File: src/rtl/calc2_multiport_engine.sv
// calc2_multiport_engine: NUM_PORTS request ports sharing one round-robin add/sub unit and one shift unit
//   c_clk        clock, rising edge
//   reset        synchronous active-high
//   req_cmd_in   4-bit cmd per port, port p at [4p+3:4p]
//   req_data_in  operand per port (op1 with cmd, op2 on the following edge)
//   port_busy    port holds an outstanding request
//   out_resp     per-port response: 00 none, 01 ok, 10 input error, 11 internal error
//   out_data     per-port result, zero while out_resp is 00
module calc2_multiport_engine #(
    parameter int NUM_PORTS = 4,
    parameter int DATA_W    = 32,
    parameter int SHAMT_W   = 5
) (
    input  logic                          c_clk,
    input  logic                          reset,
    input  logic [NUM_PORTS*4-1:0]        req_cmd_in,
    input  logic [NUM_PORTS*DATA_W-1:0]   req_data_in,
    output logic [NUM_PORTS-1:0]          port_busy,
    output logic [NUM_PORTS*2-1:0]        out_resp,
    output logic [NUM_PORTS*DATA_W-1:0]   out_data
);
    localparam int PW = NUM_PORTS > 1 ? $clog2(NUM_PORTS) : 1;
    typedef enum logic [1:0] {IDLE, OP2, PEND} state_t;
    state_t            state [NUM_PORTS];
    logic [3:0]        cmd_r [NUM_PORTS];
    logic [DATA_W-1:0] op1   [NUM_PORTS];
    logic [DATA_W-1:0] op2   [NUM_PORTS];
    logic [NUM_PORTS-1:0] armed, rdy, req_as, req_sh, gnt_as, gnt_sh, done;
    logic [PW-1:0]        ptr_as, ptr_sh;
    function automatic logic is_as(input logic [3:0] c);
        return c == 4'd1 || c == 4'd2;
    endfunction
    function automatic logic is_sh(input logic [3:0] c);
        return c == 4'd5 || c == 4'd6;
    endfunction
    // descending scan so the requester closest to the pointer is written last and wins
    function automatic logic [NUM_PORTS-1:0] rr_pick(input logic [NUM_PORTS-1:0] req, input logic [PW-1:0] ptr);
        rr_pick = '0;
        for (int i = NUM_PORTS - 1; i >= 0; i--) begin
            int idx;
            idx = (int'(ptr) + i) % NUM_PORTS;
            if (req[idx]) begin
                rr_pick = '0;
                rr_pick[idx] = 1'b1;
            end
        end
    endfunction
    function automatic logic [PW-1:0] next_ptr(input logic [NUM_PORTS-1:0] gnt);
        next_ptr = '0;
        for (int i = 0; i < NUM_PORTS; i++)
            if (gnt[i]) next_ptr = PW'((i + 1) % NUM_PORTS);
    endfunction
    // {resp, data}; g flags a unit grant, which with a non-arithmetic cmd is an internal inconsistency
    function automatic logic [DATA_W+1:0] calc(input logic [3:0] c, input logic [DATA_W-1:0] a, input logic [DATA_W-1:0] b, input logic g);
        logic [DATA_W:0] s;
        s = {1'b0, a} + {1'b0, b};
        return c == 4'd1 ? (s[DATA_W] ? {2'b10, {DATA_W{1'b0}}} : {2'b01, s[DATA_W-1:0]}) :
               c == 4'd2 ? (a < b ? {2'b10, {DATA_W{1'b0}}} : {2'b01, a - b}) :
               c == 4'd5 ? {2'b01, a << b[SHAMT_W-1:0]} :
               c == 4'd6 ? {2'b01, a >> b[SHAMT_W-1:0]} :
               {g ? 2'b11 : 2'b10, {DATA_W{1'b0}}};
    endfunction
    genvar i;
    generate
        for (i = 0; i < NUM_PORTS; i++) begin : g_port
            // armed delays eligibility by one cycle after op2 lands, giving the three-edge latency
            assign rdy[i]       = state[i] == PEND && armed[i];
            assign req_as[i]    = rdy[i] && is_as(cmd_r[i]);
            assign req_sh[i]    = rdy[i] && is_sh(cmd_r[i]);
            assign done[i]      = rdy[i] && (gnt_as[i] || gnt_sh[i] || !(is_as(cmd_r[i]) || is_sh(cmd_r[i])));
            assign port_busy[i] = state[i] != IDLE;
        end
    endgenerate
    assign gnt_as = rr_pick(req_as, ptr_as);
    assign gnt_sh = rr_pick(req_sh, ptr_sh);
    always_ff @(posedge c_clk) begin
        if (reset) begin
            ptr_as   <= '0;
            ptr_sh   <= '0;
            armed    <= '0;
            out_resp <= '0;
            out_data <= '0;
            for (int p = 0; p < NUM_PORTS; p++) begin
                state[p] <= IDLE;
                cmd_r[p] <= '0;
                op1[p]   <= '0;
                op2[p]   <= '0;
            end
        end else begin
            if (|gnt_as) ptr_as <= next_ptr(gnt_as);
            if (|gnt_sh) ptr_sh <= next_ptr(gnt_sh);
            for (int p = 0; p < NUM_PORTS; p++) begin
                {out_resp[2*p +: 2], out_data[DATA_W*p +: DATA_W]} <=
                    done[p] ? calc(cmd_r[p], op1[p], op2[p], gnt_as[p] | gnt_sh[p]) : '0;
                if ((state[p] == IDLE || done[p]) && req_cmd_in[4*p +: 4] != 4'd0) begin
                    cmd_r[p] <= req_cmd_in[4*p +: 4];
                    op1[p]   <= req_data_in[DATA_W*p +: DATA_W];
                    state[p] <= OP2;
                end else if (done[p]) begin
                    state[p] <= IDLE;
                end else if (state[p] == OP2) begin
                    op2[p]   <= req_data_in[DATA_W*p +: DATA_W];
                    armed[p] <= 1'b0;
                    state[p] <= PEND;
                end else if (state[p] == PEND) begin
                    armed[p] <= 1'b1;
                end
            end
        end
    end
endmodule
File: config.mk
export PLATFORM = sky130hd
export DESIGN_NAME = calc2_multiport_engine
export DESIGN_NICKNAME = d
export VERILOG_FILES = /design/src/rtl/calc2_multiport_engine.sv
export SDC_FILE = /design/constraint.sdc
export NUM_CORES = 2
export LEC_CHECK = 0
export CAP_MARGIN = 10
export CORE_ASPECT_RATIO = 1.2
export CORE_MARGIN = 5
export CORE_UTILIZATION = 35
export CTS_CLUSTER_SIZE = 40
export DETAILED_ROUTE_END_ITERATION = 7
export HOLD_SLACK_MARGIN = 0.05
export PLACE_DENSITY_LB_ADDON = 0.2
export RECOVER_POWER = 25
export SLEW_MARGIN = 30
export SYNTH_ARGS = -nofsm -noshare
export SYNTH_HDL_FRONTEND = slang
export SYNTH_SLANG_ARGS = --single-unit
export TNS_END_PERCENT = 10
File: constraint.sdc
create_clock -name c_clk -period 4.9 [get_ports c_clk]
set_clock_uncertainty 0.1 [all_clocks]
set_input_delay 0.49 -clock c_clk [delete_from_list [all_inputs] [get_ports c_clk]]
set_output_delay 0.49 -clock c_clk [all_outputs]
set_load 0.02 [all_outputs]
# Word level (Yosys, flattened, before mapping)
# Memories as Yosys holds them, arrays and structs flattened.
# Cells that the tools add are included.
[op_classes] n_reduce_logical=88 n_eq_ne=24 n_mux=164 shift=8 bitwise=42 div=0 magnitude_cmp=20 n_mul=0 addsub=14
[ops] cell="34-bit two-way mux" count=24
[ops] cell="32-bit two-way mux" count=8
[ops] cell="32-bit by 32-bit adder with 33-bit output" count=4
[ops] cell="32-bit less-than comparator" count=4
[ops] cell="32-bit by 5-bit left shift with 32-bit output" count=4
[ops] cell="32-bit by 5-bit >> shifter with 32-bit output" count=4
[ops] cell="32-bit subtractor" count=4
[ops] cell="1-bit two-way mux" count=86
[ops] cell="4-bit two-way mux" count=12
[ops] cell="2-bit two-way mux" count=18
[ops] cell="4-bit by 3-bit equality test with 1-bit output (second input constant)" count=8
[ops] cell="1-bit logical AND" count=28
[ops] cell="1-bit OR" count=28
[ops] cell="1-bit logical OR" count=24
[ops] cell="3-bit by 4-bit less-than comparator with 1-bit output (second input constant)" count=6
[ops] cell="2-bit OR reduction" count=10
[ops] cell="3-bit by 1-bit greater-or-equal comparator with 1-bit output (second input constant)" count=6
[ops] cell="1-bit binary-select mux with 2-bit select" count=8
[ops] cell="1-bit demux with 2-bit select" count=8
[ops] cell="4-bit by 1-bit equality test with 1-bit output (second input constant)" count=4
[ops] cell="4-bit by 2-bit equality test with 1-bit output (second input constant)" count=4
[ops] cell="2-bit nonzero test" count=8
[ops] cell="4-bit nonzero test" count=4
[ops] cell="3-bit AND reduction" count=4
[ops] cell="11 further kinds" count=42
[totals] memories=4 ram_bits=280 out_inout_bits=140 romBits=0 elab_cells=378 latchBits=0 reg_bits=144
[memory_table] name="op1" words=4 word_bits=32 read_ports=4 rd_clocked_by_memory_dff=0 wr=4 line_no="26" rtl="logic [DATA_W-1:0] op1 [NUM_PORTS];"
[memory_table] name="op2" words=4 word_bits=32 read_ports=4 rd_clocked_by_memory_dff=0 wr=4 line_no="27" rtl="logic [DATA_W-1:0] op2 [NUM_PORTS];"
[memory_table] name="cmd_r" words=4 word_bits=4 read_ports=4 rd_clocked_by_memory_dff=0 wr=4 line_no="25" rtl="logic [3:0] cmd_r [NUM_PORTS];"
[memory_table] name="state" words=4 word_bits=2 read_ports=4 rd_clocked_by_memory_dff=0 wr=4 line_no="24" rtl="state_t state [NUM_PORTS];"

# Logic depth before layout (Yosys ltp)
[depth] depth_word=22 mapped_depth=18 depth_no_buf=14

# Worst setup path before layout
# Ideal clock, no wire load.
[synth_path] path_kind="reg-to-reg" startpoint="memory op2[2][1], in the netlist op2[0][65]" endpoint="register out_data[95]" arrival_time_ps=4201 setup_time_ps=120 path_stages_with_launch=17 path_slack_ps=479 t_required_ps=4680 cell_sequence="edfxtp_1 > clkbuf_1 > clkbuf_1 > clkbuf_1 > clkinv_1 > ha_1 > nor2b_1 > o311ai_0 > o31ai_1 > a2111oi_0 > o21ai_1 > a31o_2 > a221o_1 > a2111o_1 > nand3_1 > a221oi_1 > or2_1"
[synth_rtl] element="from (decl)" line_no="27"
[synth_rtl] element="to (signal, indexed assignment)" line_no="93" rtl="{out_resp[2*p +: 2], out_data[DATA_W*p +: DATA_W]} <="
[synth_rtl] element="to (decl)" line_no="20" rtl="output logic [NUM_PORTS*DATA_W-1:0] out_data"

==> results.toml <==
[run_status]
outcome = "finished with violations"
violations = "capacitance limit, slew limit"

[setup_path]
cp_max_fo = 20
crit_arrival_ps = 4950
critPathMostFrequentCell = "buf_4"
critPathKind = "flop to flop"
cp-start-kind = "flop"
rr_startpoint = "op2[0][4]"
worst_setup_path_end_kind = "flop"
crit_buf_inv = 4
required_ps = 5310
crit_path_top_delay_cell = "o21ai_0"
crit_chain = "inv_1 > ha_1 > a21oi_1 > nor3b_1 > a2111oi_0 > buf_4 > nor4b_1 > buf_4 > o21ai_0 > a31oi_1 > nand3b_1 > buf_4 > o22ai_1 > o21ai_0 > a21oi_1"
cpPeakStageDelay_ps = 430
startpoint = "op2[0][4]"
cp_top_family = "compound AO/OA/AOI/OAI gates"

[yosys]
ys.flop_type = "edfxtp_1"
syn_area_per_cell_um2 = 7.989
synth_most_common_cell = "nor2_1"
synth-edff-count = 280
synth_compound_area_frac = 0.2672
synth_area_leaders = "edfxtp_1 (20%), ha_1 (8.7%), dfxtp_1 (6.9%)"
postSynth.asyncResetShare = 0
syn_inst = 5209
yosys_warnings = 0
ys_seq_area_frac = 0.2713
synth.distinct_cells = 89
mappedNetlistNets = 5651
yosysTopAreaCell = "edfxtp_1"
muxShareOfSynthArea = 0.09416
synth_adder_area_share = 0.09044
mappedNetlistArea_um2 = 41620
synth_top_area_share = 0.2020
synth-simple-area-share = 0.1985
ys_ff_latch = 424
synth_common_cells = "nor2_1 (610), a21oi_1 (492), o21ai_0 (402)"
synth_xor_area_frac = 0.01957
synth_top_family_by_area = "compound AO/OA/AOI/OAI gates"

[floorplanning]
coreArea_um2 = 118100
rows = 138
io_pins = 286
die_area_um2 = 125900
die_h_um = 387.7
start_util = 0.3524
die_w_um = 324.8

[hold_path]
hp-class = "primary input to flop"
min-delay-start = "reset"

[grt]
grt_usage = 0.2395
grt_pass1_vias = 39000
grt_max_degree = 90
grt.overflow.total = 0
antenna_found_initial = 5
grt_pass1_wl_mm = 241.0

[clock_tree]
clockBufferDepth = 3
clock-root-buffer = "clkbuf_16"
cts_tree = "built"
clkSinkCount = 424
numCtsBuffers = 52
htreeDepth = 2
clk_pin_slew_ps = 70
post_cts_buffers = 0
clk_latency_ps = 650
hold_buffers = 0
postCtsResizedCells = 0

[routing]
ant_nets = 0
drt-total-wl_mm = 159.5
vias = 40870
viasPerCell = 5.905
drt-pass1-iter-count = 8
route.detailed.drc = 0
wl_per_cell_um = 23.05
drtIter0Drc = 4269

[power_and_ir_drop]
p_int_mw = 15.27
switching_power_mw = 16.89
power.share.switching = 0.5252
p_per_area_nw_per_um2 = 671.0
ir_drop_mv = 0.3156
combPwrFrac = 0.675
power_frac_clock = 0.126
sequentialPowerShare = 0.199
p_leak_nw = 18.62

[placed_design]
place.detailed.hpwl_mm = 122.7
io_buffers = 285
gp_congestion = 0.9578

[timing]
relSlewSlack = -0.9869
setup_viol = 0
hold_ws_ps = 300.2
fin_tns_setup_ps = 0
rsz0062_at_grt = "false"
max_freq_ghz = 0.2203
period_minus_slack_ps = 4539
slew_violations = 126
worstMarginPinSlew_ps = 2980
hold_viol_final = 0
period_share = 0.9264

[final_layout]
area_growth_pct = 15.14
filler_cell_count = 12080
nets = 5778
drive_above_1_share = 0.07584
regArea_um2 = 11290
multi_input_area_um2 = 28000

[flow_run]
cap_viol_max_count = 4
==> logic make-up after synthesis <==
kind of cell,Yosys count
DFF,424
AOI/OAI and AO/OA,1755
buffers and inverters,630
adders and majority gates,296
xor gates and xnor gates,93
and+or+nand+nor,1697
muxes,314
==> cells in the final DEF (no fill, tap or decap), types with 26 or more instances in the layout <==
master	n
buf_4	123
a21o_1	49
nor4_1	27
inv_1	279
clkdlybuf4s50_1	284
mux2i_1	225
and2_1	242
a221o_1	29
nand2_1	299
nand2b_1	121
o211ai_1	78
or2_2	26
nor3_1	86
or3_1	29
nand3_1	52
o31ai_1	45
o21bai_1	36
a22oi_1	49
a31oi_1	73
ha_1	288
o21ai_0	402
mux4_2	59
nor2b_1	62
a221oi_1	32
a21oi_1	492
o21a_1	38
xnor2_1	83
o221ai_1	28
edfxtp_1	280
nor2_1	609
a211oi_1	49
and2_0	42
o22ai_1	154
dfxtp_1	144
mux2_2	30
clkbuf_16	53
==> state kept, by name, indices dropped and copies added, names as in the netlist <==
signal,flops
armed,4
cmd_r,16
op1,128
op2,128
out_data,128
out_resp,8
ptr_as,2
ptr_sh,2
state,8
==> final timing paths <==
kind,slack (ps),end,depth (start not counted)
hold reg to reg,400,armed[3],2
hold / removal,300,armed[2],2
setup / recovery,360,out_data[16],15
setup reg to reg,360,out_data[16],15
==> metal layers <==
metal	track usage	share of wire	vias to the layer above
li1	-	-	19330
met1	0.3212	0.43	19640
met2	0.4023	0.47	1624
met3	0.03198	0.065	273
met4	0.07431	0.034	4
met5	0	0.00013	-
==> layout make-up <==
class,count,share of cell area
Timing Repair Buffer,417,0.08111
Tap cell,1540,0.04021
Inverter,286,0.02240
Clock buffer,69,0.02977
Clock inverter,29,0.006554
Multi-Input combinational cell,4155,0.5843
Sequential cell,424,0.2356
Antenna cell,1,0.00005222
==> power by group through the flow <==
stage	logic, mW	registers [mW]	clock network, mW
after floorplan	15.2	5.88	0
after global placement	21.3	6.38	0
after detailed placement	21.2	6.43	0
after CTS	21.3	6.35	4.20
after global routing	23.6	6.52	4.31
final	21.7	6.38	4.06
==> stage by stage <==
step                power (mW)  std cells  utilization  setup WS [ps]  area, um2
floorplan                21.04       5209            -          479.3      41620
global placement         27.71       6821       0.3909          561.5      46170
detailed placement       27.62       6821       0.3910          459.2      46180
CTS                      31.85       6919       0.4058          435.8      47920
global route             34.42       6920       0.4057          124.8      47910
finish                   32.15       6921       0.4057          360.6      47920
No activity file was read; power rests on OpenSTA's default activity.
